--- src/rtl/fifo_pkg.sv ---
// Shared types and helpers for the parametrised FIFO.
// The UVM monitor and scoreboard import this package as well.
package fifo_pkg;

   typedef struct packed {
      logic full;
      logic empty;
      logic almost_full;
      logic almost_empty;
      logic overflow;
      logic underflow;
   } fifo_status_t;

   // Width needed to hold an occupancy count of 0..depth inclusive.
   function automatic int clog2_count(input int depth);
      return $clog2(depth + 1);
   endfunction

endpackage

--- src/rtl/fifo_mem.sv ---
// DEPTH x DATA_W simple dual-port storage: synchronous write port, and a
// read port that is either registered (REG_RD=1) or combinational with hold (REG_RD=0).
module fifo_mem #(
   parameter int DATA_W = 8,
   parameter int DEPTH  = 16,
   parameter int AW     = 4,
   parameter bit REG_RD = 1'b1
) (
   input  logic              clk,
   input  logic              rst,
   input  logic              wr_en,
   input  logic [AW-1:0]     wr_addr,
   input  logic [DATA_W-1:0] wr_data,
   input  logic              rd_en,
   input  logic [AW-1:0]     rd_addr,
   output logic [DATA_W-1:0] rd_data
);

   logic [DATA_W-1:0] mem [DEPTH];
   logic [DATA_W-1:0] data_q;

   // NOTE: the array has no reset so it maps onto RAM; only the output register is reset.
   always_ff @(posedge clk) begin
      if (wr_en) mem[wr_addr] <= wr_data;
   end

   // Registered mode: rd_en loads the head. Combinational mode: rd_en means
   // "head valid", and data_q keeps the last shown word for when it is not.
   always_ff @(posedge clk or negedge rst) begin
      if (!rst)       data_q <= '0;
      else if (rd_en) data_q <= mem[rd_addr];
   end

   if (REG_RD) begin : g_reg_rd
      assign rd_data = data_q;
   end else begin : g_async_rd
      assign rd_data = rd_en ? mem[rd_addr] : data_q;
   end

endmodule

--- src/rtl/sync_fifo_param.sv ---
// Parametrised single-clock FIFO: pointers, occupancy count, registered flags
// and one-cycle overflow/underflow pulses around a fifo_mem array.
module sync_fifo_param
   import fifo_pkg::*;
#(
   parameter int DATA_W   = 8,
   parameter int DEPTH    = 16,
   parameter int AF_LEVEL = 14,
   parameter int AE_LEVEL = 2,
   parameter bit FWFT     = 1'b0
) (
   input  logic                          clk,
   input  logic                          rst,
   input  logic                          wr_en,
   input  logic [DATA_W-1:0]             data_in,
   input  logic                          rd_en,
   output logic [DATA_W-1:0]             data_out,
   output logic                          full,
   output logic                          empty,
   output logic                          almost_full,
   output logic                          almost_empty,
   output logic [clog2_count(DEPTH)-1:0] count,
   output logic                          overflow,
   output logic                          underflow
);

   localparam int AW = (DEPTH > 1) ? $clog2(DEPTH) : 1;
   localparam int CW = clog2_count(DEPTH);

   if (AE_LEVEL >= AF_LEVEL || DEPTH < 2) begin : g_param_check
      $fatal(1, "sync_fifo_param: need AE_LEVEL < AF_LEVEL and DEPTH >= 2");
   end

   logic [AW-1:0] wr_ptr, rd_ptr, wr_ptr_nxt, rd_ptr_nxt;
   logic [CW-1:0] count_nxt;
   logic          wr_acc, rd_acc;
   fifo_status_t  stat_q, stat_nxt;

   // A write to a full FIFO is accepted only when a read frees the head slot.
   assign rd_acc = rd_en & ~stat_q.empty;
   assign wr_acc = wr_en & (~stat_q.full | rd_acc);

   // Explicit wrap so non-power-of-two depths work.
   assign wr_ptr_nxt = (wr_ptr == AW'(DEPTH - 1)) ? '0 : wr_ptr + AW'(1);
   assign rd_ptr_nxt = (rd_ptr == AW'(DEPTH - 1)) ? '0 : rd_ptr + AW'(1);

   // NOTE: every always_comb output gets a default first so no latch is inferred.
   always_comb begin
      count_nxt = count;
      case ({wr_acc, rd_acc})
         2'b10:   count_nxt = count + CW'(1);
         2'b01:   count_nxt = count - CW'(1);
         default: count_nxt = count;
      endcase
      stat_nxt.full         = (count_nxt == CW'(DEPTH));
      stat_nxt.empty        = (count_nxt == '0);
      stat_nxt.almost_full  = (count_nxt >= CW'(AF_LEVEL));
      stat_nxt.almost_empty = (count_nxt <= CW'(AE_LEVEL));
      stat_nxt.overflow     = wr_en & ~wr_acc;
      stat_nxt.underflow    = rd_en & ~rd_acc;
   end

   // NOTE: sequential state uses non-blocking assignments so all registers update together.
   always_ff @(posedge clk or negedge rst) begin
      if (!rst) begin
         wr_ptr <= '0;
         rd_ptr <= '0;
         count  <= '0;
         stat_q <= '{full: 1'b0, empty: 1'b1, almost_full: 1'b0,
                     almost_empty: 1'b1, overflow: 1'b0, underflow: 1'b0};
      end else begin
         if (wr_acc) wr_ptr <= wr_ptr_nxt;
         if (rd_acc) rd_ptr <= rd_ptr_nxt;
         count  <= count_nxt;
         stat_q <= stat_nxt;
      end
   end

   assign full         = stat_q.full;
   assign empty        = stat_q.empty;
   assign almost_full  = stat_q.almost_full;
   assign almost_empty = stat_q.almost_empty;
   assign overflow     = stat_q.overflow;
   assign underflow    = stat_q.underflow;

   fifo_mem #(
      .DATA_W (DATA_W),
      .DEPTH  (DEPTH),
      .AW     (AW),
      .REG_RD (!FWFT)
   ) u_mem (
      .clk     (clk),
      .rst     (rst),
      .wr_en   (wr_acc),
      .wr_addr (wr_ptr),
      .wr_data (data_in),
      .rd_en   (FWFT ? ~stat_q.empty : rd_acc),
      .rd_addr (rd_ptr),
      .rd_data (data_out)
   );

endmodule

--- config.mk ---
export PLATFORM = sky130hd
export DESIGN_NAME = sync_fifo_param
export DESIGN_NICKNAME = d
export VERILOG_FILES = /design/src/rtl/fifo_pkg.sv /design/src/rtl/fifo_mem.sv /design/src/rtl/sync_fifo_param.sv
export SDC_FILE = /design/constraint.sdc
export NUM_CORES = 1
export LEC_CHECK = 0
export ABC_AREA = 0
export CAP_MARGIN = 0
export CORE_UTILIZATION = 30
export DETAILED_ROUTE_END_ITERATION = 10
export PLACE_DENSITY = 0.45
export RECOVER_POWER = 50
export SYNTH_ARGS = -nofsm -noshare
export SYNTH_HDL_FRONTEND = slang
export SYNTH_HIERARCHICAL = 1
export SYNTH_SLANG_ARGS = --single-unit
--- constraint.sdc ---
create_clock -name clk -period 3.2 [get_ports clk]
set_clock_uncertainty 0.2 [all_clocks]
set_input_delay 0.64 -clock clk [delete_from_list [all_inputs] [get_ports clk]]
set_output_delay 0.64 -clock clk [all_outputs]
set_load 0.05 [all_outputs]
==> qor.yml <==
clock_tree:
  h-tree-depth: 4
  clockRootBuffer: "clkbuf_16"
  cts_buffers: 17
  path_clk_slew_ns: 0.06
  clkSinkCount: 155
  cts_tree: "yes"
  cts_resized: 0
  cts.path.max_buffers: 2
  post_cts_buffers: 0
  clk_latency_ns: 0.42
  hold_buffers: 0
logic_synthesis:
  netlist_area_mm2: 0.006320
  avgSynthCellArea_um2: 19.39
  syn-num-nets: 343
  async_reset_ff_share_pct: 17.42
  synthDistinctLibCells: 51
  ys_seq_area_share_pct: 71.55
  synth-main-ff-cell: "edfxtp_1"
  netlist_instances: 326
  synth-edff-count: 128
  synth-seq-cells: 155
  yosys_warnings: 6
  synth_top_area_cell: "edfxtp_1"
  synth_top_area_share_pct: 60.82
  synthTopCellsByArea: "edfxtp_1, dfrtp_1, mux4_2"
global_routing:
  grt_pass1_wl_mm: 20.51
  use_met2_pct: 21.42
  grt_pass1_vias: 3474
  grt_max_degree: 28
  grt.total_usage_pct: 13.22
  grt.met3_usage_pct: 3.820
  grtUsageMet1_pct: 16.99
  antenna_found_initial: 0
  gr-total-overflow: 0
  busiest_layer: "met2"
final_layout:
  multi_input_area_mm2: 0.001632
  fin_util_pct: 37.51
  antenna_cells: 0
  drive_gt1_share_pct: 27.50
  num-nets-final: 404
  regArea_mm2: 0.004523
  final_cells: 670
  syn2layout_area_growth_pct: 21.24
  fillerInstances: 1918
power:
  p_per_area_mw_per_mm2: 948.2
  power.share.combinational_pct: 32.6
  swShare_pct: 33.38
  p_int_mw: 4.840
  clockPowerShare_pct: 28.9
  p_sw_mw: 2.425
  seq_power_share_pct: 38.4
  power.leakage_nw: 2.638
  vdd_drop_max_mv: 0.4614
route:
  routed_wl_mm: 12.79
  viasPerCell: 4.739
  post_drt_wl_per_cell_um: 19.09
  via_count: 3175
  drc: 0
  detail-route-antenna-nets: 0
  dr.pass1.iters: 4
  drtIter0Drc: 203
timing:
  rsz0062_at_grt: "no"
  hold_violations: 0
  clock.fmax_ghz: 0.3476
  finalCritPeriodShare_pct: 89.90
  fin_crit_ns: 2.877
  tns_ns: 0
  slew_headroom_pct: -2.189
  drv_slew: 28
  worstMarginPinSlew_ns: 1.533
  setup_violations: 0
die:
  die_w_um: 147.1
  dieHeight_um: 147.1
  initial_core_util_pct: 30.93
  dieArea_mm2: 0.02165
  num_rows: 52
  io_pins: 31
  core_area_mm2: 0.02043
placed_design:
  gp_congestion: 0.7304
  port_buffers: 30
  place_inst: 638
  dpl.hpwl_mm: 8.505
run_status:
  violations: "max-capacitance violations, max-slew violations"
  status: "finished with violations"
critical_path:
  cp-end-kind: "register"
  critPathCapture: "almost_empty$_DFF_PN1_"
  reg2reg_depth: 11
  crit_path_max_fanout: 5
  start_kind: "input port"
  regToRegSetupSlack_ns: 0.43
  critPathLaunch: "rd_en"
  worst-setup-path-type: "input port to register"
  required_ns: 3.36
  cp.arrival_ns: 3.04
  r2r-end: "almost_empty$_DFF_PN1_"
  r2r_start: "empty$_DFF_PN1_"
worst_hold_path:
  hold_path.class: "register to register"
flow_run:
  drv_cap: 1
[cell families (layout without fill, tap and decap cells)]
| logic type | Yosys count | count (layout) | synth area share, % |
|---|---|---|---|
| fa+ha+maj | 5 | 5 | 0.9899 |
| mux | 42 | 42 | 13.38 |
| compound gates | 34 | 34 | 4.989 |
| buf+inv | 22 | 96 | 2.633 |
| xor+xnor | 8 | 8 | 1.465 |
| simple gates | 60 | 60 | 4.989 |
| flops | 155 | 155 | 71.55 |
[routing by layer]
| layer | up-vias | wire, µm |
|---|---|---|
| met1 | 1650 | 5723 |
| met3 | 14 | 518 |
| li1 | 1448 | - |
| met2 | 63 | 6401 |
| met5 | - | 0 |
| met4 | 0 | 149 |
[sequential cells by signal (all words and copies together), names as in the netlist]
| signal | flops |
|---|---|
| wr_ptr | 4 |
| overflow | 1 |
| u_mem/rd_data | 8 |
| full | 1 |
| empty | 1 |
| underflow | 1 |
| almost_full | 1 |
| almost_empty | 1 |
| count | 5 |
| rd_ptr | 4 |
| u_mem/mem | 128 |
[synth_stat cells, types with 2 or more instances]
library cell and number:
and2_1 2, a221oi_2 9, nand2b_1 4, nor3_1 5
a21o_1 3, inv_1 5, dfstp_2 2, buf_12 2
mux4_1 6, o22ai_1 7, o21ai_0 3, buf_6 6
nand4_1 2, edfxtp_1 128, nand3b_1 2, nor2_1 22
mux4_2 26, xnor2_1 4, buf_1 4, nand2_1 11
and4_1 2, ha_1 5, xnor2_2 3, a311oi_1 2
dfrtp_1 25, a21oi_1 2, inv_2 2, mux2i_1 8
buf_2 2
[power groups by stage]
stage | combinational, mW | sequential (mW) | clock, mW
detailed placement | 2.42 | 2.84 | 0
finish | 2.37 | 2.79 | 2.10
CTS | 2.43 | 2.80 | 2.14
floorplan | 1.51 | 3.08 | 0
global route | 2.57 | 2.84 | 2.23
global placement | 2.40 | 2.83 | 0
[cell type report]
type                       count  share of cell area (%)
clock buffer                  25                   7.740
clock inverter                 7                  0.7185
inverter                       7                  0.3429
multi-input combinational    149                   21.29
sequential                   155                   59.03
tap                          270                   4.409
timing repair buffer          57                   6.466
[cells in the final DEF, fill, tap and decap left out, types with 9 or more instances in the layout]
cell type / synthesis / final
edfxtp_1: 128 / 128
mux4_2: 26 / 26
buf_4: 1 / 25
dfrtp_1: 25 / 24
clkbuf_16: 0 / 23
nor2_1: 22 / 22
clkdlybuf4s50_1: 0 / 21
nand2_1: 11 / 11
a221oi_2: 9 / 9
dlygate4sd3_1: 0 / 9
[worst max-delay path, cell delays in order]
cell and delay, ns:
clkdlybuf4s50_1 0.47, nand2b_1 0.09, a21boi_2 0.19, inv_2 0.05, ha_1 0.21, xor2_1 0.16
ha_1 0.21, a21o_1 0.19, a221oi_2 0.26, nor3_2 0.09, xnor2_2 0.23, and4_1 0.23
[how the worst min path moves through the flow]
| stage | from | endpoint | slack, ns | cells past startpoint |
|---|---|---|---|---|
| after floorplan | rst | almost_full$_DFF_PN0_ | 0.14 | 0 |
| after global placement | wr_ptr[3]$_DFFE_PN0P_ | wr_ptr[3]$_DFFE_PN0P_ | 0.34 | 1 |
| after detailed placement | wr_ptr[3]$_DFFE_PN0P_ | wr_ptr[3]$_DFFE_PN0P_ | 0.35 | 1 |
| after CTS | wr_ptr[3]$_DFFE_PN0P_ | wr_ptr[3]$_DFFE_PN0P_ | 0.36 | 1 |
| after global routing | empty$_DFF_PN1_ | underflow$_DFF_PN0_ | 0.38 | 1 |
| final | empty$_DFF_PN1_ | underflow$_DFF_PN0_ | 0.36 | 1 |
[metrics by stage]
step | worst slack, ns | cell area, µm² | power, mW | hold WS (ns)
after global routing | 0.1874 | 7662 | 7.641 | 0.3789
after floorplan | 0.1726 | 6320 | 4.587 | 0.1444
final | 0.3231 | 7662 | 7.265 | 0.3625
after CTS | 0.3184 | 7670 | 7.376 | 0.3599
after detailed placement | -0.1349 | 7022 | 5.262 | 0.3469
after global placement | -0.05577 | 7022 | 5.231 | 0.3428
(Power assumes the default switching activity.)
